File: src/rtl/cpu_pkg.sv
// rtl/cpu_pkg.sv - shared widths, reset PC and fetch FSM encodings
package cpu_pkg;

    localparam int CPU_ADDR_W  = 19;
    localparam int CPU_INSTR_W = 19;

    localparam logic [CPU_ADDR_W-1:0] CPU_RESET_PC = '0;

    typedef logic [1:0] fetch_state_t;

    localparam fetch_state_t FETCH_IDLE = 2'd0;
    localparam fetch_state_t FETCH_REQ  = 2'd1;
    localparam fetch_state_t FETCH_HOLD = 2'd2;

endpackage

File: src/rtl/fetch_pc_unit.sv
// rtl/fetch_pc_unit.sv - program counter and single-outstanding instruction fetch stage
module fetch_pc_unit
    import cpu_pkg::*;
#(
    parameter int                ADDR_W   = CPU_ADDR_W,
    parameter int                INSTR_W  = CPU_INSTR_W,
    parameter logic [ADDR_W-1:0] RESET_PC = ADDR_W'(CPU_RESET_PC)
) (
    input  logic               clk,
    input  logic               rst,
    input  logic               redirect_valid,
    input  logic [ADDR_W-1:0]  redirect_addr,
    output logic               imem_req,
    output logic [ADDR_W-1:0]  imem_addr,
    input  logic               imem_ack,
    input  logic [INSTR_W-1:0] imem_rdata,
    output logic               out_valid,
    input  logic               out_ready,
    output logic [ADDR_W-1:0]  out_pc,
    output logic [ADDR_W-1:0]  out_pc_next,
    output logic [INSTR_W-1:0] out_instr
);

    localparam logic [ADDR_W-1:0] PC_ONE = {{(ADDR_W-1){1'b0}}, 1'b1};

    fetch_state_t      state;
    fetch_state_t      next_state;
    logic [ADDR_W-1:0] pc;
    logic              kill;

    logic [ADDR_W-1:0] pc_inc;
    logic [ADDR_W-1:0] pc_d;
    logic [ADDR_W-1:0] addr_d;
    logic              kill_d;
    logic              valid_d;
    logic              req_d;
    logic              load_word;

    assign pc_inc = pc + PC_ONE;

    always_ff @(posedge clk or posedge rst) begin
        if (rst) begin
            state <= FETCH_IDLE;
        end else begin
            state <= next_state;
        end
    end

    always_comb begin
        next_state = state;
        case (state)
            FETCH_IDLE: next_state = FETCH_REQ;
            FETCH_REQ: begin
                if (!redirect_valid && imem_ack && !kill) begin
                    next_state = FETCH_HOLD;
                end
            end
            FETCH_HOLD: begin
                if (redirect_valid || out_ready) begin
                    next_state = FETCH_REQ;
                end
            end
            default: next_state = FETCH_IDLE;
        endcase
    end

    // The fetch address only moves when no request is outstanding, so a
    // redirect mid-request parks the target in pc and marks the fetch killed.
    always_comb begin
        pc_d      = pc;
        kill_d    = kill;
        addr_d    = imem_addr;
        valid_d   = out_valid;
        load_word = 1'b0;
        case (state)
            FETCH_IDLE: begin
                pc_d   = redirect_valid ? redirect_addr : pc;
                addr_d = pc_d;
            end
            FETCH_REQ: begin
                if (redirect_valid) begin
                    pc_d   = redirect_addr;
                    kill_d = !imem_ack;
                    if (imem_ack) begin
                        addr_d = redirect_addr;
                    end
                end else if (imem_ack) begin
                    if (kill) begin
                        kill_d = 1'b0;
                        addr_d = pc;
                    end else begin
                        load_word = 1'b1;
                        pc_d      = pc_inc;
                        valid_d   = 1'b1;
                    end
                end
            end
            FETCH_HOLD: begin
                if (redirect_valid) begin
                    pc_d    = redirect_addr;
                    addr_d  = redirect_addr;
                    valid_d = 1'b0;
                end else if (out_ready) begin
                    addr_d  = pc;
                    valid_d = 1'b0;
                end
            end
            default: begin
                pc_d    = RESET_PC;
                kill_d  = 1'b0;
                addr_d  = '0;
                valid_d = 1'b0;
            end
        endcase
        req_d = (next_state == FETCH_REQ);
    end

    always_ff @(posedge clk or posedge rst) begin
        if (rst) begin
            pc          <= RESET_PC;
            kill        <= 1'b0;
            imem_req    <= 1'b0;
            imem_addr   <= '0;
            out_valid   <= 1'b0;
            out_pc      <= '0;
            out_pc_next <= '0;
            out_instr   <= '0;
        end else begin
            pc        <= pc_d;
            kill      <= kill_d;
            imem_req  <= req_d;
            imem_addr <= addr_d;
            out_valid <= valid_d;
            if (load_word) begin
                out_pc      <= pc;
                out_pc_next <= pc_inc;
                out_instr   <= imem_rdata;
            end
        end
    end

endmodule
File: config.mk
export PLATFORM = sky130hd
export DESIGN_NAME = fetch_pc_unit
export DESIGN_NICKNAME = d
export VERILOG_FILES = /design/src/rtl/cpu_pkg.sv /design/src/rtl/fetch_pc_unit.sv
export SDC_FILE = /design/constraint.sdc
export NUM_CORES = 1
export LEC_CHECK = 0
export BUFFER_PORTS_ARGS = -buffer_cell sky130_fd_sc_hd__buf_4
export CORE_MARGIN = 2
export CORE_UTILIZATION = 55
export CTS_BUF_LIST = sky130_fd_sc_hd__clkbuf_8
export DETAILED_ROUTE_END_ITERATION = 10
export PLACE_DENSITY = 0.85
export SLEW_MARGIN = 20
export SYNTH_ARGS = -nofsm -noshare
export SYNTH_HDL_FRONTEND = slang
export SYNTH_SLANG_ARGS = --single-unit
File: constraint.sdc
create_clock -name clk -period 5 [get_ports clk]
set_input_delay 1.5 -clock clk [delete_from_list [all_inputs] [get_ports clk]]
set_output_delay 1.5 -clock clk [all_outputs]
set_load 0.02 [all_outputs]
## Word level (Yosys, flattened, before mapping)

Cells that the tools add are included.

| operators by class | value |
|---|---|
| add/subtract/negate cells | 1 |
| equality and inequality tests | 10 |
| mux-type cells | 28 |
| bitwise gates (word level) | 2 |
| reductions and logical operators | 12 |

Operators by type and width:

| kind | count |
|---|---|
| $mux 19 | 10 |
| $pmux 19 s3 | 1 |
| $pmux 19 s2 | 1 |
| $add 19x1->19 const B | 1 |
| $ne 3x3->1 const B | 4 |
| $mux 1 | 11 |
| $ne 2x2->1 const B | 3 |
| $pmux 2 s3 | 1 |
| $reduce_and 5->1 | 1 |
| $eq 2x1->1 const B | 2 |
| $mux 2 | 2 |
| $reduce_and 2->1 | 2 |
| $logic_not 1->1 | 3 |
| $pmux 1 s3 | 1 |
| $reduce_and 3->1 | 1 |
| $eq 2x2->1 const B | 1 |
| $logic_and 1x1->1 | 2 |
| $logic_not 2->1 | 1 |
| $not 1->1 | 2 |
| $pmux 1 s2 | 1 |
| $reduce_or 2->1 | 1 |
| $logic_or 1x1->1 | 1 |

| word-level totals | value |
|---|---|
| bits in registers | 100 |
| bits of input ports | 43 |
| output and inout port bits | 78 |
| logic and storage cells | 62 |

## Logic depth before layout (Yosys ltp)

Gate-level depths: netlist of the first run.

| depth | value |
|---|---|
| word-level depth | 6 |
| depth in mapped cells | 8 |
| gate-level depth less buffers | 6 |

## Worst setup path before layout of the first run

OpenSTA, ideal clock, no wires.

| timing path | value |
|---|---|
| path type | input to register |
| from | in out_ready |
| to | reg imem_addr[0] |
| setup time | 134 ps |
| arrival time | 2,451 ps |
| required time | 4,866 ps |
| setup slack | 2,415 ps |
| stages | 6 |
| path buffers | 2 |
| cells stage by stage | or3b_1 o21ai_1 o2bb2ai_1 buf_4 buf_4 o31ai_1 |

| on the way | value |
|---|---|
| cells in the longest elaborated chain, start to end | 2 |

RTL lines:

| what | line | RTL |
|---|---|---|
| start: declaration | fetch_pc_unit.sv:18 | `input logic out_ready,` |
| $ne 3x3->1 (no line) | -- |  |
| $reduce_and 3->1 (no line) | -- |  |
| end signal: assignment | fetch_pc_unit.sv:132 | `imem_addr <= addr_d;` |
| end: declaration | fetch_pc_unit.sv:14 | `output logic [ADDR_W-1:0] imem_addr,` |

Every way passes these cells.
A chain may end at the register's enable or synchronous reset.

## Worst setup path after layout of the first run

| timing path | value |
|---|---|
| from | in redirect_valid |
| to | reg out_pc_next[3] |

| on the way | value |
|---|---|
| cells in the longest elaborated chain, start to end | 2 |

RTL lines:

| what | line | RTL |
|---|---|---|
| start: declaration | fetch_pc_unit.sv:11 | `input logic redirect_valid,` |
| $mux 1 | fetch_pc_unit.sv:81 | `if (redirect_valid) begin` |
| $mux 1 | fetch_pc_unit.sv:75 | `case (state)` |
| end signal: assignment | fetch_pc_unit.sv:136 | `out_pc_next <= pc_inc;` |
| end: declaration | fetch_pc_unit.sv:20 | `output logic [ADDR_W-1:0] out_pc_next,` |

Every way passes these cells.

==> results of run 1 <==
-- cell type report --
type,count,share of cell area (%)
clock buffer,10,2.35
clock inverter,6,0.706
inverter,8,0.556
multi-input combinational,368,35.3
sequential,100,42.8
tap,108,2.31
timing repair buffer,125,16.0
-- kinds of logic (layout without fill, tap and decap cells) --
kind of cell,Yosys count,after routing,share of synthesized area [%]
XOR/XNOR,18,18,3.28
adder cells (fa/ha/maj),1,1,0.261
multiplexers,15,15,3.13
flip-flops,100,100,52.1
AND/OR/NAND/NOR,224,224,21.3
AO/OA/AOI/OAI,110,110,14.9
buffers and inverters,49,149,5.03
-- metal layers --
| metal | GRT usage [%] | wire length [um] | vias up |
|---|---|---|---|
| met1 | 37.5 | 5250 | 1963 |
| met3 | 5.25 | 810 | 25 |
| met5 | 0 | 0 | - |
| met2 | 42.9 | 6260 | 168 |
| li1 | - | - | 1946 |
| met4 | 9.62 | 273 | 0 |
-- tightest hold or removal path, delay by kind of cell, from the launching register on --
kind | cells | cell delay, ns
flops | 1 | 0.35
simple gates | 2 | 0.11
-- how the worst max path moves through the flow --
stage / to / slack (ns) / depth (start not counted)
3_3_place_gp: out_pc_next[14] / 1.73 / 5
3_5_place_dp: out_pc_next[3] / 1.62 / 5
5_1_grt: out_pc_next[3] / 1.79 / 5
2_1_floorplan: imem_addr[0] / 0.88 / 1
4_1_cts: out_pc_next[3] / 2.00 / 5
6_report: out_pc_next[3] / 1.98 / 5
-- layout by cell type (no fill, tap or decap), types with 3 or more instances in the layout --
| master | count |
|---|---|
| xnor2_1 | 9 |
| o21ai_1 | 3 |
| nor3_1 | 3 |
| buf_4 | 125 |
| a2bb2oi_1 | 3 |
| o21ai_0 | 38 |
| inv_1 | 8 |
| clkbuf_8 | 10 |
| a21oi_1 | 13 |
| mux2i_1 | 15 |
| nand2_1 | 168 |
| xor2_1 | 9 |
| a21boi_0 | 5 |
| nand3_1 | 12 |
| o31ai_1 | 21 |
| dfrtp_1 | 100 |
| a32oi_1 | 7 |
| nor2_1 | 14 |
-- flip-flops by register name, summed over array words and instances, names as in the netlist --
signal,count
imem_addr,19
out_instr,19
out_pc,19
out_pc_next,19
pc,19
state,2
imem_req,1
kill,1
out_valid,1
-- power by group through the flow --
| stage | logic, mW | clock network [mW] | registers, mW |
|---|---|---|---|
| 2_1_floorplan | 0.547 | 0 | 1.70 |
| 3_3_place_gp | 1.43 | 0 | 1.41 |
| 5_1_grt | 1.58 | 0.520 | 1.46 |
| 6_report | 1.47 | 0.481 | 1.42 |
| 3_5_place_dp | 1.47 | 0 | 1.43 |
| 4_1_cts | 1.48 | 0.486 | 1.41 |
==> impl_results.rst, run 1 <==
.. list-table::
   :header-rows: 1

   * - Metric
     - Value
   * - Status
     - completed
   * - Maximum number of pins on one net before global-route repair
     - 77
   * - CTS-repair resized insts
     - 0
   * - I/O pin total
     - 121
   * - Setup crit start kind
     - input port
   * - Number of global-route vias before repair
     - 3,942
   * - Clock latency on the worst-skew pair
     - 0.38 ns
   * - Die outline width
     - 97.4 um
   * - Number of buffers created by CTS
     - 9
   * - Endpoint of the worst register-to-register path
     - out_pc_next[0]
   * - DP Worst Slack
     - 1.62 ns
   * - Switch share
     - 42.5%
   * - Clk sink count
     - 100
   * - Multi-input gate area
     - 0.00206 mm^2
   * - Final net count
     - 656
   * - Number of design-rule violations left by the first detailed-router iteration
     - 387
   * - Setup repair after global routing missed its margin
     - false
   * - Signed area change from the synthesized netlist to the final layout
     - 21.9%
   * - Number of buffers between clock root and the deepest sink
     - 2
   * - Post-route clock period utilization
     - 60.5%
   * - First-pass DRT Iterations
     - 5
   * - DRC violations left
     - 0
   * - Core Area
     - 0.00859 mm^2
   * - Worst supply voltage drop on vdd
     - 0.295 mV
   * - Net Switching
     - 1.43 mW
   * - Start-to-end type of the worst setup path
     - input port to flop
   * - Maximum clock rate
     - 0.331 GHz
   * - Crit path capture type
     - flop
   * - Cell area after technology mapping
     - 0.00480 mm^2
   * - Critical path launch point
     - redirect_valid
   * - Main flop type after synthesis
     - dfrtp_1
   * - Number of buffer and inverter instances along the worst setup path
     - 2
   * - Input/output buffers
     - 120
   * - Detailed-route vias per instance
     - 5.66
   * - Relative slew slack
     - 34.0%
   * - Count leader, synth
     - nand2_1
   * - Clock root buffer
     - clkbuf_8
   * - Time the final worst path needs with I/O delays and setup
     - 3.02 ns
   * - Sum Neg Setup Slack
     - 0 ns
   * - Routability-driven placement congestion ratio
     - 0.894
   * - Diode insertion count for antenna repair
     - 0
   * - Warnings from Yosys
     - 0
   * - Max Slew Vio Count
     - 0
   * - CP most frequent cell
     - buf_4
   * - Fillers
     - 703
   * - Required time of the critical path
     - 5.24 ns
   * - Placed cell area
     - 0.00567 mm^2
   * - Worst clock skew
     - 0.0102 ns
   * - Final hold violation count
     - 0
   * - Slack of the worst reg-to-reg path
     - 2.71 ns
   * - Type of the worst min-delay path
     - flop to flop
   * - Post-route ant nets
     - 0
   * - Reg-to-reg startpoint
     - state[0]
   * - Clock share of power
     - 14.3%
   * - DIE AREA
     - 0.00949 mm^2
   * - Final std cell area, no fill
     - 0.00585 mm^2
   * - Depth of the worst register-to-register path
     - 5
   * - Number of enable-type register cells in the synthesized netlist
     - 0
   * - Sequential cell fraction of total power
     - 42.1%
   * - Endpoint of the worst hold-timing path
     - out_instr[10]
   * - Average wire per cell in the routed design
     - 17.4 um
   * - CP Max Fanout
     - 55
   * - Total of flip-flops plus latches after synthesis
     - 100
   * - # Max-Cap Violations
     - 0
   * - Clock-pin slew on the worst setup and hold paths
     - 0.09 ns
   * - Overall power consumption
     - 3.37 mW
   * - Worst hold path depth
     - 2
   * - Total number of vias
     - 4,102
   * - Maximum cell stage delay along the critical path
     - 0.52 ns
   * - Total setup violations reported at the end of the flow
     - 0
   * - Share of post-route cells with drive strength above 1
     - 25.4%
   * - Top-area cell type share of the netlist area
     - 52.1%
   * - Dpl cells
     - 709
   * - Total power per unit cell area
     - 575 mW/mm^2
   * - CTS tree
     - yes
   * - Number of unique standard cell types used by synthesis
     - 53
   * - Static Leak
     - 2.86 nW
   * - Chip height
     - 97.4 um
   * - Cell count after synthesis
     - 517
   * - Leading post-synthesis cells by instance count
     - 169 x nand2_1, 100 x dfrtp_1, 38 x o21ai_0, 21 x o31ai_1, 16 x clkbuf_1
   * - Finished Layout Cells
     - 725
   * - Cell breakdown of the critical path
     - buf_4, nor3b_2, nand2_2, buf_4, o21ai_0
   * - CTS hold repair buffers
     - 0
   * - # rows
     - 34
   * - Async set-or-reset flop fraction in the synthesized netlist
     - 100%
   * - Global-route wire length before repair
     - 20.5 mm
   * - Data arrival time of the critical path
     - 3.26 ns
   * - Post-Route WL
     - 12.6 mm
   * - GRT Overall Usage
     - 27.0%
   * - Footprint of the flip-flops and latches
     - 0.00250 mm^2
   * - Final worst-path setup slack
     - 1.98 ns
   * - GR Overflow Total
     - 0
   * - Starting density of the core
     - 55.9%
   * - Post-CTS Setup Bufs
     - 0
   * - Top area cells in the synthesized netlist
     - dfrtp_1 52%, nand2_1 13%, o21ai_0 4.0%
   * - Slew of the pin with the lowest slew margin
     - 0.990 ns
   * - Gate power share
     - 43.6%
   * - Cell-internal power
     - 1.94 mW
   * - Crit path max-delay family
     - buffers and inverters
   * - Library cell occupying the most area in the post-synthesis netlist
     - dfrtp_1
   * - Slowest cell on crit path
     - buf_4
   * - Post-Route Utilization
     - 68.1%
   * - Min-delay src
     - out_instr[10]
   * - Detail Placement HPWL
     - 9.01 mm
   * - Number of antenna violations at the first check in global routing
     - 0
   * - Total nets after synthesis
     - 561
   * - Sequential share of the synthesized area
     - 52.1%
   * - Worst hold margin
     - 0.485 ns
   * - Maximum level of the CTS H-tree
     - 3
   * - Mapped Avg Cell Area
     - 9.28 um^2
Power figures use the tool's default switching activity.
==> run 2: changes to the inputs <==
--- a/config.mk
+++ b/config.mk
@@ -5,12 +5,13 @@
 export SDC_FILE = /design/constraint.sdc
 export NUM_CORES = 1
 export LEC_CHECK = 0
+export ABC_AREA = 1
 export BUFFER_PORTS_ARGS = -buffer_cell sky130_fd_sc_hd__buf_4
 export CORE_MARGIN = 2
-export CORE_UTILIZATION = 55
+export CORE_UTILIZATION = 50
 export CTS_BUF_LIST = sky130_fd_sc_hd__clkbuf_8
 export DETAILED_ROUTE_END_ITERATION = 10
-export PLACE_DENSITY = 0.85
+export PLACE_DENSITY = 0.82
 export SLEW_MARGIN = 20
 export SYNTH_ARGS = -nofsm -noshare
 export SYNTH_HDL_FRONTEND = slang
==> constraint.sdc (replaced) <==
create_clock -name clk -period 2.7 [get_ports clk]
set_input_delay 0.81 -clock clk [delete_from_list [all_inputs] [get_ports clk]]
set_output_delay 0.81 -clock clk [all_outputs]
set_load 0.02 [all_outputs]
==> run 2 against run 1 <==
Clock power increased by 95%. Flip-flop and latch count is the same. Core utilization down 3.4 points. Critical endpoint is now imem_addr[5]. Highest routed layer unchanged.
==> impl_results.rst, run 2 <==
.. list-table::
   :header-rows: 1

   * - Metric
     - Value
   * - Final worst-path setup slack
     - 0.664 ns
   * - Post-Route Utilization
     - 64.7%
   * - GR Overflow Total
     - 0
   * - CTS-repair resized insts
     - 0
   * - Placed cell area
     - 0.00579 mm^2
   * - Clock-pin slew on the worst setup and hold paths
     - 0.10 ns
   * - I/O pin total
     - 121
   * - CP Max Fanout
     - 13
   * - Cell count after synthesis
     - 610
   * - Die outline width
     - 102 um
   * - Time the final worst path needs with I/O delays and setup
     - 2.04 ns
   * - Endpoint of the worst register-to-register path
     - imem_addr[5]
   * - Setup repair after global routing missed its margin
     - false
   * - Top-area cell type share of the netlist area
     - 52.3%
   * - Final hold violation count
     - 0
   * - Critical path launch point
     - state[0]
   * - Status
     - completed
   * - Number of buffers between clock root and the deepest sink
     - 2
   * - Library cell occupying the most area in the post-synthesis netlist
     - dfrtp_1
   * - Post-route clock period utilization
     - 75.4%
   * - Worst clock skew
     - 0.0145 ns
   * - Total of flip-flops plus latches after synthesis
     - 100
   * - Total setup violations reported at the end of the flow
     - 0
   * - Cell breakdown of the critical path
     - inv_2, nor2_8, inv_2, or2_1, o21ai_2, nor2_4, nand2_1, o21ai_0
   * - Async set-or-reset flop fraction in the synthesized netlist
     - 100%
   * - Capturing instance or port of the critical path
     - imem_addr[5]
   * - Number of design-rule violations left by the first detailed-router iteration
     - 281
   * - Total power per unit cell area
     - 1050 mW/mm^2
   * - Fraction of the mapped netlist area in compound gates
     - 14.0%
   * - Data arrival time of the critical path
     - 2.32 ns
   * - Number of buffer and inverter instances along the worst setup path
     - 2
   * - DIE AREA
     - 0.0104 mm^2
   * - Leading post-synthesis cells by instance count
     - 206 x nand2_1, 100 x dfrtp_1, 66 x nor2_1, 42 x o21ai_1, 40 x o21ai_0
   * - Maximum cell stage delay along the critical path
     - 0.40 ns
   * - Maximum level of the CTS H-tree
     - 3
   * - Slowest cell on crit path
     - dfrtp_1
   * - Static Leak
     - 3.08 nW
   * - Number of enable-type register cells in the synthesized netlist
     - 0
   * - Mapped Avg Cell Area
     - 7.84 um^2
   * - Post-Route WL
     - 12.5 mm
   * - Cell area after technology mapping
     - 0.00478 mm^2
   * - Signed area change from the synthesized netlist to the final layout
     - 25.0%
   * - Clk sink count
     - 100
   * - Commonest non-fill, non-tap cells in the layout
     - 206 x nand2_1, 130 x buf_4, 100 x dfrtp_1
   * - Number of antenna violations at the first check in global routing
     - 0
   * - Slew of the pin with the lowest slew margin
     - 0.686 ns
   * - Post-CTS Setup Bufs
     - 0
   * - Post-route ant nets
     - 0
   * - Crit path max-delay family
     - simple AND/OR/NAND/NOR gates
   * - Type of the worst min-delay path
     - flop to flop
   * - Chip height
     - 102 um
   * - Share of synthesized cell area in and, or, nand and nor gates
     - 25.8%
   * - Relative slew slack
     - 54.2%
   * - Sum Neg Setup Slack
     - 0 ns
   * - Depth of the worst register-to-register path
     - 8
   * - Share of post-route cells with drive strength above 1
     - 22.2%
   * - Main flop type after synthesis
     - dfrtp_1
   * - Slack of the worst reg-to-reg path
     - 0.66 ns
   * - Post-synthesis adder-cell area fraction
     - 0.262%
   * - Detail Placement HPWL
     - 9.15 mm
   * - Count leader, synth
     - nand2_1
   * - Detailed-route vias per instance
     - 5.26
   * - Input/output buffers
     - 120
   * - Clock root buffer
     - clkbuf_8
   * - Multiplexer share of the synthesized area
     - 0%
   * - XOR/XNOR Fraction of Synth Area
     - 1.46%
   * - Worst supply voltage drop on vdd
     - 0.542 mV
   * - Global-route wire length before repair
     - 19.8 mm
   * - Core Area
     - 0.00924 mm^2
   * - Clock latency on the worst-skew pair
     - 0.38 ns
   * - Sequential share of the synthesized area
     - 52.3%
   * - Crit path capture type
     - flop
   * - Starting density of the core
     - 51.8%
   * - # Max-Cap Violations
     - 0
   * - Reg-to-reg startpoint
     - state[0]
   * - Fillers
     - 807
   * - GRT Overall Usage
     - 24.6%
   * - Final net count
     - 763
   * - Final std cell area, no fill
     - 0.00598 mm^2
   * - # rows
     - 35
   * - DP Worst Slack
     - 0.403 ns
   * - Total nets after synthesis
     - 654
   * - CP most frequent cell
     - inv_2
   * - Required time of the critical path
     - 2.99 ns
   * - Max Slew Vio Count
     - 0
   * - Number of global-route vias before repair
     - 4,117
   * - Start-to-end type of the worst setup path
     - flop to flop
   * - Number of buffers created by CTS
     - 9
   * - Average wire per cell in the routed design
     - 14.6 um
   * - Dominant combinational cell family by area after synthesis
     - simple AND/OR/NAND/NOR gates
   * - Total number of vias
     - 4,486
   * - Setup crit start kind
     - flop
   * - Warnings from Yosys
     - 0
   * - Routability-driven placement congestion ratio
     - 0.852
   * - Number of unique standard cell types used by synthesis
     - 33
   * - Maximum number of pins on one net before global-route repair
     - 101
   * - Number of cells on the critical path
     - 8
   * - Leading cell type in the layout, fill and taps excluded
     - nand2_1
   * - Maximum clock rate
     - 0.491 GHz
   * - CTS hold repair buffers
     - 0
   * - Top area cells in the synthesized netlist
     - dfrtp_1 52%, nand2_1 16%, nor2_1 5.2%
   * - CTS tree
     - yes
   * - First-pass DRT Iterations
     - 4
   * - Diode insertion count for antenna repair
     - 0
   * - DRC violations left
     - 0
==> run 2: cell types whose count changed in the layout (fill, tap and decap cells not counted), sizes merged, moves of 6 or more <==
cell / previous run / this run
nor2: 18 / 69
o21ai: 42 / 83
nand2: 169 / 207
inv: 9 / 39
o31ai: 21 / 0
mux2i: 15 / 0
a21oi: 13 / 24
xnor2: 9 / 0
a32oi: 7 / 0
nand3: 13 / 20
buf: 125 / 131
==> run 2: logic make-up (layout without fill, tap and decap cells) <==
kind of cell | after synthesis | after routing
compound gates | 126 | 126
xor+xnor | 8 | 8
fa+ha+maj | 1 | 1
buf+inv | 69 | 183
flops | 100 | 100
simple gates | 306 | 306
==> run 2: metal layers <==
| metal | vias up | GRT usage (%) | part of all wire (%) |
|---|---|---|---|
| met5 | - | 0 | 0 |
| met1 | 2102 | 32.5 | 42 |
| met3 | 22 | 5.40 | 7.7 |
| met4 | 0 | 8.92 | 2.5 |
| li1 | 2169 | - | - |
| met2 | 193 | 40.2 | 48 |
==> run 2: worst min-delay path by stage <==
stage	start	endpoint	slack [ns]	depth (start not counted)
after CTS	out_pc[7]	out_pc[7]	0.49	2
after global placement	out_pc[10]	out_pc[10]	0.46	2
final	out_pc[7]	out_pc[7]	0.49	2
after floorplan	pc[0]	out_pc_next[0]	0.49	1
after global routing	out_pc_next[2]	out_pc_next[2]	0.51	2
after detailed placement	out_instr[2]	out_instr[2]	0.47	2
==> run 2: final cells by class <==
| cell class | instances | area (um^2) | share of cell area [%] |
|---|---|---|---|
| clock inverters | 7 | 67.6 | 1.13 |
| multi-input cells | 441 | 1990 | 33.3 |
| clock buffers | 9 | 124 | 2.07 |
| flip-flops and latches | 100 | 2500 | 41.9 |
| inverters | 36 | 139 | 2.32 |
| repair buffers | 131 | 996 | 16.7 |
| well taps | 129 | 161 | 2.70 |
==> run 2: worst reg2reg max path, stage by stage, from the launching register on <==
cell	delay, ns
dfrtp_1	0.40
inv_2	0.26
nor2_8	0.09
inv_2	0.24
or2_1	0.20
o21ai_2	0.09
nor2_4	0.18
nand2_1	0.26
o21ai_0	0.24
==> run 2: power breakdown <==
part / total (mW) / internal, mW / switching (mW)
registers: 2.56 / 2.10 / 0.459
clock network: 0.937 / 0.361 / 0.576
logic: 2.79 / 1.11 / 1.68
total: 6.28 / 3.56 / 2.72
==> run 2: stage by stage <==
stage | std cells | hold slack, ns | total power [mW]
2_1_floorplan | 610 | 0.490 | 4.15
3_3_place_gp | 837 | 0.458 | 5.29
3_5_place_dp | 837 | 0.468 | 5.38
4_1_cts | 853 | 0.493 | 6.31
5_1_grt | 853 | 0.513 | 6.68
6_report | 853 | 0.490 | 6.28
==> run 3: changes to the inputs <==
--- a/config.mk
+++ b/config.mk
@@ -5,7 +5,7 @@
 export SDC_FILE = /design/constraint.sdc
 export NUM_CORES = 1
 export LEC_CHECK = 0
-export ABC_AREA = 1
+export ABC_AREA = 0
 export BUFFER_PORTS_ARGS = -buffer_cell sky130_fd_sc_hd__buf_4
 export CORE_MARGIN = 2
 export CORE_UTILIZATION = 50
==> constraint.sdc (replaced) <==
create_clock -name clk -period 1.8 [get_ports clk]
set_input_delay 0.54 -clock clk [delete_from_list [all_inputs] [get_ports clk]]
set_output_delay 0.54 -clock clk [all_outputs]
set_load 0.02 [all_outputs]
==> run 3 against run 2 <==
Register-to-register slack worse by 0.59 ns. Wire length is 5.9% higher. Non-clock buffer count is 36 higher. Global-route usage is 1.3 points higher. First-iteration DRC count is 14% higher. Clock power is 72% higher. Total power is 58% higher. Clock-buffer cell count is 1 higher. Hold slack worse by 0.30 ns. Critical path depth is 3 lower. Flip-flop and latch count stayed put. Die area is 0.32% higher. Critical endpoint is now pc[13].
==> impl_results.rst, run 3 (synthesized netlist as in run 1, its figures left out) <==
.. list-table::
   :header-rows: 1

   * - Metric
     - Value
   * - Status
     - completed
   * - Number of design-rule violations left by the first detailed-router iteration
     - 320
   * - GRT Overall Usage
     - 25.9%
   * - Input/output buffers
     - 120
   * - Core Area
     - 0.00928 mm^2
   * - Detail Placement HPWL
     - 9.64 mm
   * - Clock latency on the worst-skew pair
     - 0.37 ns
   * - Post-Route Utilization
     - 68.2%
   * - Average wire per cell in the routed design
     - 16.8 um
   * - Die outline width
     - 102 um
   * - Clock-pin slew on the worst setup and hold paths
     - 0.10 ns
   * - Commonest non-fill, non-tap cells in the layout
     - 167 x nand2_1, 163 x buf_4, 97 x dfrtp_1
   * - Required time of the critical path
     - 2.09 ns
   * - Maximum number of pins on one net before global-route repair
     - 43
   * - Number of buffers between clock root and the deepest sink
     - 2
   * - Net Switching
     - 4.05 mW
   * - Time the final worst path needs with I/O delays and setup
     - 1.72 ns
   * - DRC violations left
     - 0
   * - I/O pin total
     - 121
   * - Slew of the pin with the lowest slew margin
     - 0.489 ns
   * - Type of the worst min-delay path
     - input port to asynchronous set/reset pin
   * - Total power per unit cell area
     - 1570 mW/mm^2
   * - Data arrival time of the critical path
     - 2.01 ns
   * - Setup repair after global routing missed its margin
     - false
   * - Cell-internal power
     - 5.90 mW
   * - DP Worst Slack
     - -0.0712 ns
   * - Switch share
     - 40.7%
   * - Fillers
     - 705
   * - Setup crit start kind
     - flop
   * - Maximum clock rate
     - 0.580 GHz
   * - Start-to-end type of the worst setup path
     - flop to flop
   * - Final hold violation count
     - 0
   * - Crit path capture type
     - flop
   * - Finished Layout Cells
     - 787
   * - Clock root buffer
     - clkbuf_8
   * - Clock share of power
     - 16.2%
   * - Relative slew slack
     - 67.4%
   * - Starting density of the core
     - 51.7%
   * - # Max-Cap Violations
     - 0
   * - Multi-input gate area
     - 0.00211 mm^2
   * - Depth of the worst register-to-register path
     - 5
   * - Post-Route WL
     - 13.2 mm
   * - Routability-driven placement congestion ratio
     - 0.937
   * - Sequential cell fraction of total power
     - 38.4%
   * - Post-route clock period utilization
     - 95.7%
   * - # rows
     - 35
   * - Share of post-route cells with drive strength above 1
     - 31.3%
   * - Footprint of the flip-flops and latches
     - 0.00251 mm^2
   * - Gate power share
     - 45.4%
   * - Post-CTS Setup Bufs
     - 0
   * - GR Overflow Total
     - 0
   * - CTS hold repair buffers
     - 0
   * - Post-route ant nets
     - 0
   * - Number of global-route vias before repair
     - 4,273
   * - Global-route wire length before repair
     - 20.9 mm
   * - Static Leak
     - 3.10 nW
   * - Leading cell type in the layout, fill and taps excluded
     - nand2_1
   * - CTS-repair resized insts
     - 0
   * - Detailed-route vias per instance
     - 5.51
   * - Max Slew Vio Count
     - 0
   * - Final net count
     - 698
   * - Total setup violations reported at the end of the flow
     - 0
   * - Clk sink count
     - 100
   * - Total number of vias
     - 4,337
   * - Maximum level of the CTS H-tree
     - 3
   * - CP Max Fanout
     - 26
   * - Final worst-path setup slack
     - 0.0767 ns
   * - CTS tree
     - yes
   * - Worst clock skew
     - 0.0137 ns
   * - Chip height
     - 102 um
   * - Dpl cells
     - 772
   * - DIE AREA
     - 0.0104 mm^2
   * - Number of antenna violations at the first check in global routing
     - 0
   * - Worst supply voltage drop on vdd
     - 0.800 mV
   * - Number of buffers created by CTS
     - 9
   * - Diode insertion count for antenna repair
     - 0
   * - Signed area change from the synthesized netlist to the final layout
     - 32.0%
   * - First-pass DRT Iterations
     - 5
-- run 3: cell types whose count changed in the layout (fill, tap and decap cells not counted), sizes merged, moves of 7 or more --
cell   before  now
a21oi      24   13
a32oi       0    7
buf       131  167
inv        39    8
mux2i       0   15
nand2     207  169
nand3      20   13
nor2       69   18
o21ai      83   42
o31ai       0   21
xnor2       0    9
-- run 3: through the flow --
step | hold slack, ns | instance area (um^2) | TNS, ns | power, mW
2_1_floorplan | 0.498 | 4800 | 0 | 6.23
3_3_place_gp | 0.460 | 6070 | -0.0578 | 8.17
3_5_place_dp | 0.464 | 6070 | -0.181 | 8.31
4_1_cts | 0.201 | 6290 | 0 | 9.93
5_1_grt | 0.209 | 6340 | 0 | 10.5
6_report | 0.193 | 6340 | 0 | 9.95
-- run 3: path summary, 6_finish.rpt --
path | from | to | slack [ns]
max | state[1] | pc[13] | 0.08
min | rst | out_instr[6] | 0.19
max reg2reg | state[1] | pc[13] | 0.08
min reg2reg | out_pc[13] | out_pc[13] | 0.49
max in group asynchronous | rst | pc[5] | 1.04
min in group clk | imem_rdata[13] | out_instr[13] | 0.36
-- run 3: power groups by stage --
stage | clock network (mW) | logic [mW] | registers (mW)
floorplan | 0 | 1.52 | 4.71
global placement | 0 | 4.37 | 3.80
detailed placement | 0 | 4.48 | 3.83
CTS | 1.63 | 4.50 | 3.80
global route | 1.71 | 4.86 | 3.93
finish | 1.61 | 4.52 | 3.82
-- run 3: cell type report --
class	count	area share, %
clock buffers	10	2.17
clock inverters	5	1.34
inverters	8	0.533
multi-input cells	368	33.3
flip-flops and latches	100	39.6
well taps	129	2.55
repair buffers	167	20.6
-- run 3: layer usage --
layer | global-route usage [%] | share of wire, % | vias to the layer above
li1 | - | - | 2024
met1 | 34.0 | 41 | 2090
met2 | 42.2 | 49 | 188
met3 | 3.56 | 6.5 | 35
met4 | 13.5 | 3.5 | 0
met5 | 0 | 0 | -
-- run 3: worst max-delay path: stages, from the launching register on --
cell,delay [ns]
dfrtp_2,0.51
or3b_1,0.50
nor2_4,0.21
buf_12,0.19
nand2_1,0.06
o211ai_1,0.15
